`src/rtl/cpu_isa_pkg.sv`:
```
// CPU instruction-set constants, field helpers and the sequencer state encoding.
// Shared by the instruction sequencer and its program buffer.
package cpu_isa_pkg;

  localparam logic [7:0] OP_ADD                 = 8'h00;
  localparam logic [7:0] OP_SUB                 = 8'h01;
  localparam logic [7:0] OP_MUL                 = 8'h02;
  localparam logic [7:0] OP_DIV                 = 8'h03;
  localparam logic [7:0] OP_WRITE_TENSOR_CORE   = 8'h04;
  localparam logic [7:0] OP_TENSOR_CORE_OPERATE = 8'h05;
  localparam logic [7:0] OP_LOAD                = 8'h06;
  localparam logic [7:0] OP_STORE               = 8'h07;
  localparam logic [7:0] OP_NOP                 = 8'h08;
  localparam logic [7:0] OP_AND                 = 8'h09;
  localparam logic [7:0] OP_OR                  = 8'h0A;
  localparam logic [7:0] OP_MOV                 = 8'h0B;
  localparam logic [7:0] OP_CMP                 = 8'h0C;
  localparam logic [7:0] OP_RESET               = 8'h0D;
  localparam logic [7:0] OP_JMP                 = 8'h0E;
  localparam logic [7:0] OP_READ_TENSOR_CORE    = 8'h0F;

  localparam logic [31:0] NOP_INSTRUCTION = 32'h0000_0008;

  typedef enum logic [1:0] {
    IDLE    = 2'd0,
    RUN     = 2'd1,
    WAIT_TC = 2'd2,
    DONE    = 2'd3
  } sequencer_state_t;

  function automatic logic [7:0] instr_dest(input logic [31:0] instr);
    return instr[31:24];
  endfunction

  function automatic logic [7:0] instr_src1(input logic [31:0] instr);
    return instr[23:16];
  endfunction

  function automatic logic [7:0] instr_src2(input logic [31:0] instr);
    return instr[15:8];
  endfunction

  function automatic logic [7:0] instr_opcode(input logic [31:0] instr);
    return instr[7:0];
  endfunction

endpackage

```
`src/rtl/program_buffer.sv`:
```
// DEPTH x 32 program store: one synchronous write port, combinational read port.
// Contents are intentionally not reset; the sequencer's length register bounds valid words.
module program_buffer
  import cpu_isa_pkg::*;
#(
  parameter int DEPTH      = 16,
  parameter int ADDR_WIDTH = 4
) (
  input  logic                  clk_i,
  input  logic                  wr_en_i,
  input  logic [ADDR_WIDTH-1:0] wr_addr_i,
  input  logic [31:0]           wr_data_i,
  input  logic [ADDR_WIDTH-1:0] rd_addr_i,
  output logic [31:0]           rd_data_o
);

  logic [31:0] mem_q [DEPTH];

  always_ff @(posedge clk_i) begin
    if (wr_en_i) begin
      mem_q[wr_addr_i] <= wr_data_i;
    end
  end

  assign rd_data_o = mem_q[rd_addr_i];

endmodule

```
`src/rtl/instruction_sequencer.sv`:
```
// Loads a short program from the host, then issues one word per cycle to the cpu,
// holding NOPs while a TENSOR_CORE_OPERATE runs and flagging a sticky timeout error.
module instruction_sequencer
  import cpu_isa_pkg::*;
#(
  parameter int DEPTH      = 16,
  parameter int TC_TIMEOUT = 64,
  parameter int PTR_WIDTH  = $clog2(DEPTH) + 1
) (
  input  logic                 clock_in,
  input  logic                 reset_in,
  input  logic                 program_write_valid_in,
  input  logic [31:0]          program_write_data_in,
  output logic                 program_write_ready_out,
  input  logic                 start_in,
  input  logic                 tensor_core_done_in,
  output logic [31:0]          current_instruction_out,
  output logic [PTR_WIDTH-1:0] program_counter_out,
  output logic [PTR_WIDTH-1:0] program_length_out,
  output logic                 busy_out,
  output logic                 halted_out,
  output logic                 error_out
);

  localparam int ADDR_WIDTH = (DEPTH > 1) ? $clog2(DEPTH) : 1;
  localparam int CNT_WIDTH  = $clog2(TC_TIMEOUT + 1);

  sequencer_state_t       state_q, state_d;
  logic [31:0]            instr_q, instr_d;
  logic [PTR_WIDTH-1:0]   pc_q, pc_d;
  logic [PTR_WIDTH-1:0]   len_q, len_d;
  logic [CNT_WIDTH-1:0]   tc_cnt_q, tc_cnt_d;
  logic                   err_q, err_d;

  logic                   wr_fire;
  logic [31:0]            rd_word;

  assign program_write_ready_out = (state_q == IDLE) && (len_q < PTR_WIDTH'(DEPTH));
  assign wr_fire                 = program_write_valid_in && program_write_ready_out;

  program_buffer #(
    .DEPTH      (DEPTH),
    .ADDR_WIDTH (ADDR_WIDTH)
  ) u_program_buffer (
    .clk_i     (clock_in),
    .wr_en_i   (wr_fire),
    .wr_addr_i (len_q[ADDR_WIDTH-1:0]),
    .wr_data_i (program_write_data_in),
    .rd_addr_i (pc_q[ADDR_WIDTH-1:0]),
    .rd_data_o (rd_word)
  );

  always_comb begin
    state_d  = state_q;
    instr_d  = instr_q;
    pc_d     = pc_q;
    len_d    = len_q;
    tc_cnt_d = tc_cnt_q;
    err_d    = err_q;

    unique case (state_q)
      IDLE: begin
        instr_d = NOP_INSTRUCTION;
        if (wr_fire) begin
          len_d = len_q + 1'b1;
        end
        // A word accepted alongside start is already counted in len_d.
        if (start_in) begin
          pc_d    = '0;
          state_d = (len_d == '0) ? DONE : RUN;
        end
      end

      RUN: begin
        if (pc_q < len_q) begin
          instr_d = rd_word;
          pc_d    = pc_q + 1'b1;
          if (instr_opcode(rd_word) == OP_TENSOR_CORE_OPERATE) begin
            state_d  = WAIT_TC;
            tc_cnt_d = '0;
          end else if (pc_d == len_q) begin
            state_d = DONE;
          end
        end else begin
          instr_d = NOP_INSTRUCTION;
          state_d = DONE;
        end
      end

      WAIT_TC: begin
        instr_d = NOP_INSTRUCTION;
        // Done wins over a timeout landing on the same edge.
        if (tensor_core_done_in) begin
          state_d = (pc_q < len_q) ? RUN : DONE;
        end else begin
          tc_cnt_d = tc_cnt_q + 1'b1;
          if (tc_cnt_d == CNT_WIDTH'(TC_TIMEOUT)) begin
            err_d   = 1'b1;
            state_d = DONE;
          end
        end
      end

      DONE: begin
        instr_d = NOP_INSTRUCTION;
        if (start_in) begin
          pc_d = '0;
          if (len_q != '0) begin
            state_d = RUN;
          end
        end
      end

      default: begin
        state_d = IDLE;
        instr_d = NOP_INSTRUCTION;
      end
    endcase
  end

  always_ff @(posedge clock_in) begin
    if (reset_in) begin
      state_q  <= IDLE;
      instr_q  <= NOP_INSTRUCTION;
      pc_q     <= '0;
      len_q    <= '0;
      tc_cnt_q <= '0;
      err_q    <= 1'b0;
    end else begin
      state_q  <= state_d;
      instr_q  <= instr_d;
      pc_q     <= pc_d;
      len_q    <= len_d;
      tc_cnt_q <= tc_cnt_d;
      err_q    <= err_d;
    end
  end

  assign current_instruction_out = instr_q;
  assign program_counter_out     = pc_q;
  assign program_length_out      = len_q;
  assign busy_out                = (state_q == RUN) || (state_q == WAIT_TC);
  assign halted_out              = (state_q == DONE);
  assign error_out               = err_q;

endmodule
```
`config.mk`:
```
export PLATFORM = sky130hd
export DESIGN_NAME = instruction_sequencer
export DESIGN_NICKNAME = d
export VERILOG_FILES = /design/src/rtl/cpu_isa_pkg.sv /design/src/rtl/program_buffer.sv /design/src/rtl/instruction_sequencer.sv
export SDC_FILE = /design/constraint.sdc
export NUM_CORES = 1
export LEC_CHECK = 0
export BUFFER_PORTS_ARGS = -buffer_cell sky130_fd_sc_hd__buf_2
export CORE_ASPECT_RATIO = 0.9
export CORE_UTILIZATION = 45
export DETAILED_ROUTE_END_ITERATION = 16
export HOLD_SLACK_MARGIN = 0.03
export PLACE_DENSITY = 0.7
export SYNTH_ARGS = -nofsm -noshare
export SYNTH_HDL_FRONTEND = slang
export SYNTH_SLANG_ARGS = --single-unit
```
`constraint.sdc`:
```
create_clock -name clock_in -period 8.9 [get_ports clock_in]
set_input_delay 0.445 -clock clock_in [delete_from_list [all_inputs] [get_ports clock_in]]
set_output_delay 0.445 -clock clock_in [all_outputs]
set_load 0.005 [all_outputs]
```
==> impl_metrics.csv <==
group,metric,value,unit
status,status,"completed",
place,dpl.hpwl,22500,µm
power_and_ir_drop,pwr-share-seq,49.9,%
hold_path,min_path_cells,1,
cts,cts_buffer_depth,3,
global_routing,grt_pass1_vias,10600,
synth,syn-cell-area,21600,µm²
synth,synth.avg_cell_area,21.4,µm²
routing,routedWlPerCell,25.8,µm
synth,yosys.area.top_type,"edfxtp_1",
place,dpl_worst_slack,4.24,ns
routing,drt_pass1_iterations,7,
floorplanning,die_w,233,µm
worst_setup_path,crit_fanout,47,
worst_setup_path,r2r_slack,4.31,ns
final_layout,layout.nets,1177,
power_and_ir_drop,leakage,0.00783,µW
floorplanning,start_util,46.0,%
global_routing,grt_max_degree,77,
final_layout,drive_gt1_share,30.4,%
floorplanning,coreArea,47000,µm²
timing,slew_headroom,21.8,%
cts,cts.hold.buffers_added,0,
timing,holdWs,0.217,ns
cts,numCtsBuffers,55,
worst_setup_path,critPathLaunchType,"flip-flop",
worst_setup_path,cpMostUsedCell,"or4_1",
timing,fin_crit_sh,51.6,%
routing,drc,0,
final_layout,syn2layout_area_growth,14.0,%
timing,tns,0,ns
cts,htree_levels,2,
worst_setup_path,crit_type,"reg -> reg",
worst_setup_path,cp.required,9.43,ns
synth,synthCells,1010,
worst_setup_path,path_cells,"buf_4 > mux4_1 > a22oi_1 > and3_1 > nand2_1 > or4_1 > o22a_1 > or4_1 > a31oi_1",
synth,synth_area_leaders,"edfxtp_1 (71%), mux4_2 (15%), dfxtp_1 (5.2%)",
cts,cts_tree,"done",
hold_path,hp-start,"program_write_data_in[12]",
hold_path,hold_path.class,"in -> reg",
power_and_ir_drop,p_comb_share,12.5,%
final_layout,layout_common_cells,"edfxtp_1 (512), mux4_2 (144), buf_2 (82)",
timing,fmax,218,MHz
cts,cts_resized,0,
routing,drt-total-wl,46100,µm
routing,vias,10300,
routing,ant_nets,0,
power_and_ir_drop,p_per_area,250,nW/µm²
worst_setup_path,cp.depth,9,
cts,clock-sinks,568,
routing,drt-initial-drc-count,1058,
cts,postCtsSetupRepairBufs,0,
synth,synth.top_cell.area_share,71.2,%
cts,clkLatencyLatePin,0.61,ns
synth,synthesis.nets,1063,
final_layout,ff_latch_area,16500,µm²
worst_setup_path,cp_slowest_cell,"dfxtp_4",
timing,worstMarginPinSlew,1.17,ns
place,routabilityCongestion,0.780,
floorplanning,die_h,210,µm
synth,yosysSeqAreaShare,76.3,%
power_and_ir_drop,switchingPower,1430,µW
cts,cts-root-buf,"clkbuf_16",
timing,slew_viol_final,0,
worst_setup_path,cp_slowest_stage_delay,0.95,ns
timing,setup_viol,0,
global_routing,grt_use_total,19.3,%
global_routing,grt_pass1_wl,68400,µm
routing,via_per_inst,5.75,
synth,synth_ff_type,"edfxtp_1",
synth,ys_types,46,
global_routing,antenna_found_initial,3,
synth,synth-edff-count,512,
timing,report.final.hold_viol_count,0,
final_layout,multiInputGateArea,4930,µm²
place,numPortBuffers,82,
power_and_ir_drop,pwr-share-clk,37.7,%
synth,yosys_warnings,0,
worst_setup_path,ff2ff_path_depth,9,
power_and_ir_drop,internal_power,4730,µW
floorplanning,num_rows,75,
power_and_ir_drop,fin_total_pwr,6160,µW
worst_setup_path,critPathCaptureType,"flip-flop",
worst_setup_path,cp_num_buf_inv,1,
final_layout,final_common_cell,"edfxtp_1",
worst_setup_path,critPathTopFamily,"simple AND/OR/NAND/NOR gates",
power_and_ir_drop,ir_drop,0.176,mV
job,max-cap-violations,0,
global_routing,globalRouteOverflowTotal,0,
power_and_ir_drop,switching_share,23.2,%
timing,fin_worst_skew,0.0151,ns
final_layout,fillers,3557,
worst_setup_path,worstPathArrival,5.13,ns
timing,finalWorstSetupSlack,4.31,ns
floorplanning,die-area,48900,µm²
synth,synth-async-reset-ratio,0,%
synth,ys_seq_elements,568,
timing,rsz0062_at_grt,"no",
floorplanning,io_pins,83,
cts,clk_pin_slew,0.06,ns
timing,min_period,4.59,ns
Yosys cell counts (all sizes together), types with 2 or more instances:
cell / instances
edfxtp: 512
mux4: 147
dfxtp: 56
nor2: 37
nor2b: 30
clkbuf: 25
nand2: 22
buf: 21
nand3: 17
a21oi: 16
ha: 16
inv: 16
mux2i: 14
xnor2: 9
o21ai: 8
a22oi: 7
a221oi: 6
and3: 6
nor3: 6
nand4: 4
or2: 4
a32oi: 3
o31ai: 3
or3: 3
or4: 3
a21o: 2
a31oi: 2
and2: 2
o32ai: 2
through the flow:
| step | util, % | instance area [µm²] | cells |
|---|---|---|---|
| after floorplan | - | 21600 | 1010 |
| after global placement | 48.6 | 22800 | 1683 |
| after detailed placement | 48.6 | 22800 | 1683 |
| after CTS | 52.4 | 24600 | 1787 |
| after global routing | 52.4 | 24600 | 1788 |
| final | 52.4 | 24600 | 1789 |
cell type report:
| type | instances | share of cell area, % |
|---|---|---|
| sequential | 568 | 67.0 |
| multi-input combinational | 380 | 20.0 |
| clock buffer | 72 | 6.01 |
| tap | 616 | 3.13 |
| timing repair buffer | 103 | 2.31 |
| clock inverter | 32 | 1.29 |
| inverter | 16 | 0.244 |
| antenna | 2 | 0.0203 |
worst reg2reg max path, cell delays in order (launching register included):
cell and delay [ns]:
dfxtp_4 0.95, buf_4 0.84, mux4_1 0.71, a22oi_1 0.19, and3_1 0.20, nand2_1 0.12
or4_1 0.49, o22a_1 0.34, or4_1 0.52, a31oi_1 0.16
worst paths after layout:
check,end
min reg2reg,error_out
max,tc_cnt_q[4]
max reg2reg,tc_cnt_q[4]
min,u_program_buffer.mem_q[12][12]
logic make-up after synthesis:
kind of cell / Yosys count / synth area share [%]
compound gates: 54 / 1.71
xor+xnor: 10 / 0.405
fa+ha+maj: 16 / 0.927
buf+inv: 62 / 1.33
flops: 568 / 76.3
mux: 161 / 16.0
simple gates: 139 / 3.26
state kept, by name, indices dropped and copies added, names as in the netlist, named ones only:
signal                   count
current_instruction_out     32
error_out                    1
program_counter_out          5
program_length_out           5
state_q                      2
tc_cnt_q                     7
u_program_buffer.mem_q     512
power groups by stage:
stage	sequential (µW)	combinational, µW	clock, µW
2_1_floorplan	3100	579	0
3_3_place_gp	3130	762	0
3_5_place_dp	3130	771	0
4_1_cts	3080	778	2360
5_1_grt	3090	833	2460
6_report	3070	767	2320
layer usage:
layer | vias to the layer above | GRT usage (%) | part of all wire [%] | routed length, µm
met5 | - | 0 | 0.022 | 10
met4 | 2 | 6.40 | 2.3 | 1050
met3 | 70 | 3.15 | 6.0 | 2760
met2 | 346 | 31.9 | 50 | 23200
met1 | 5470 | 26.3 | 41 | 19100
li1 | 4407 | - | - | -
No activity file was read; power rests on OpenSTA's default activity.
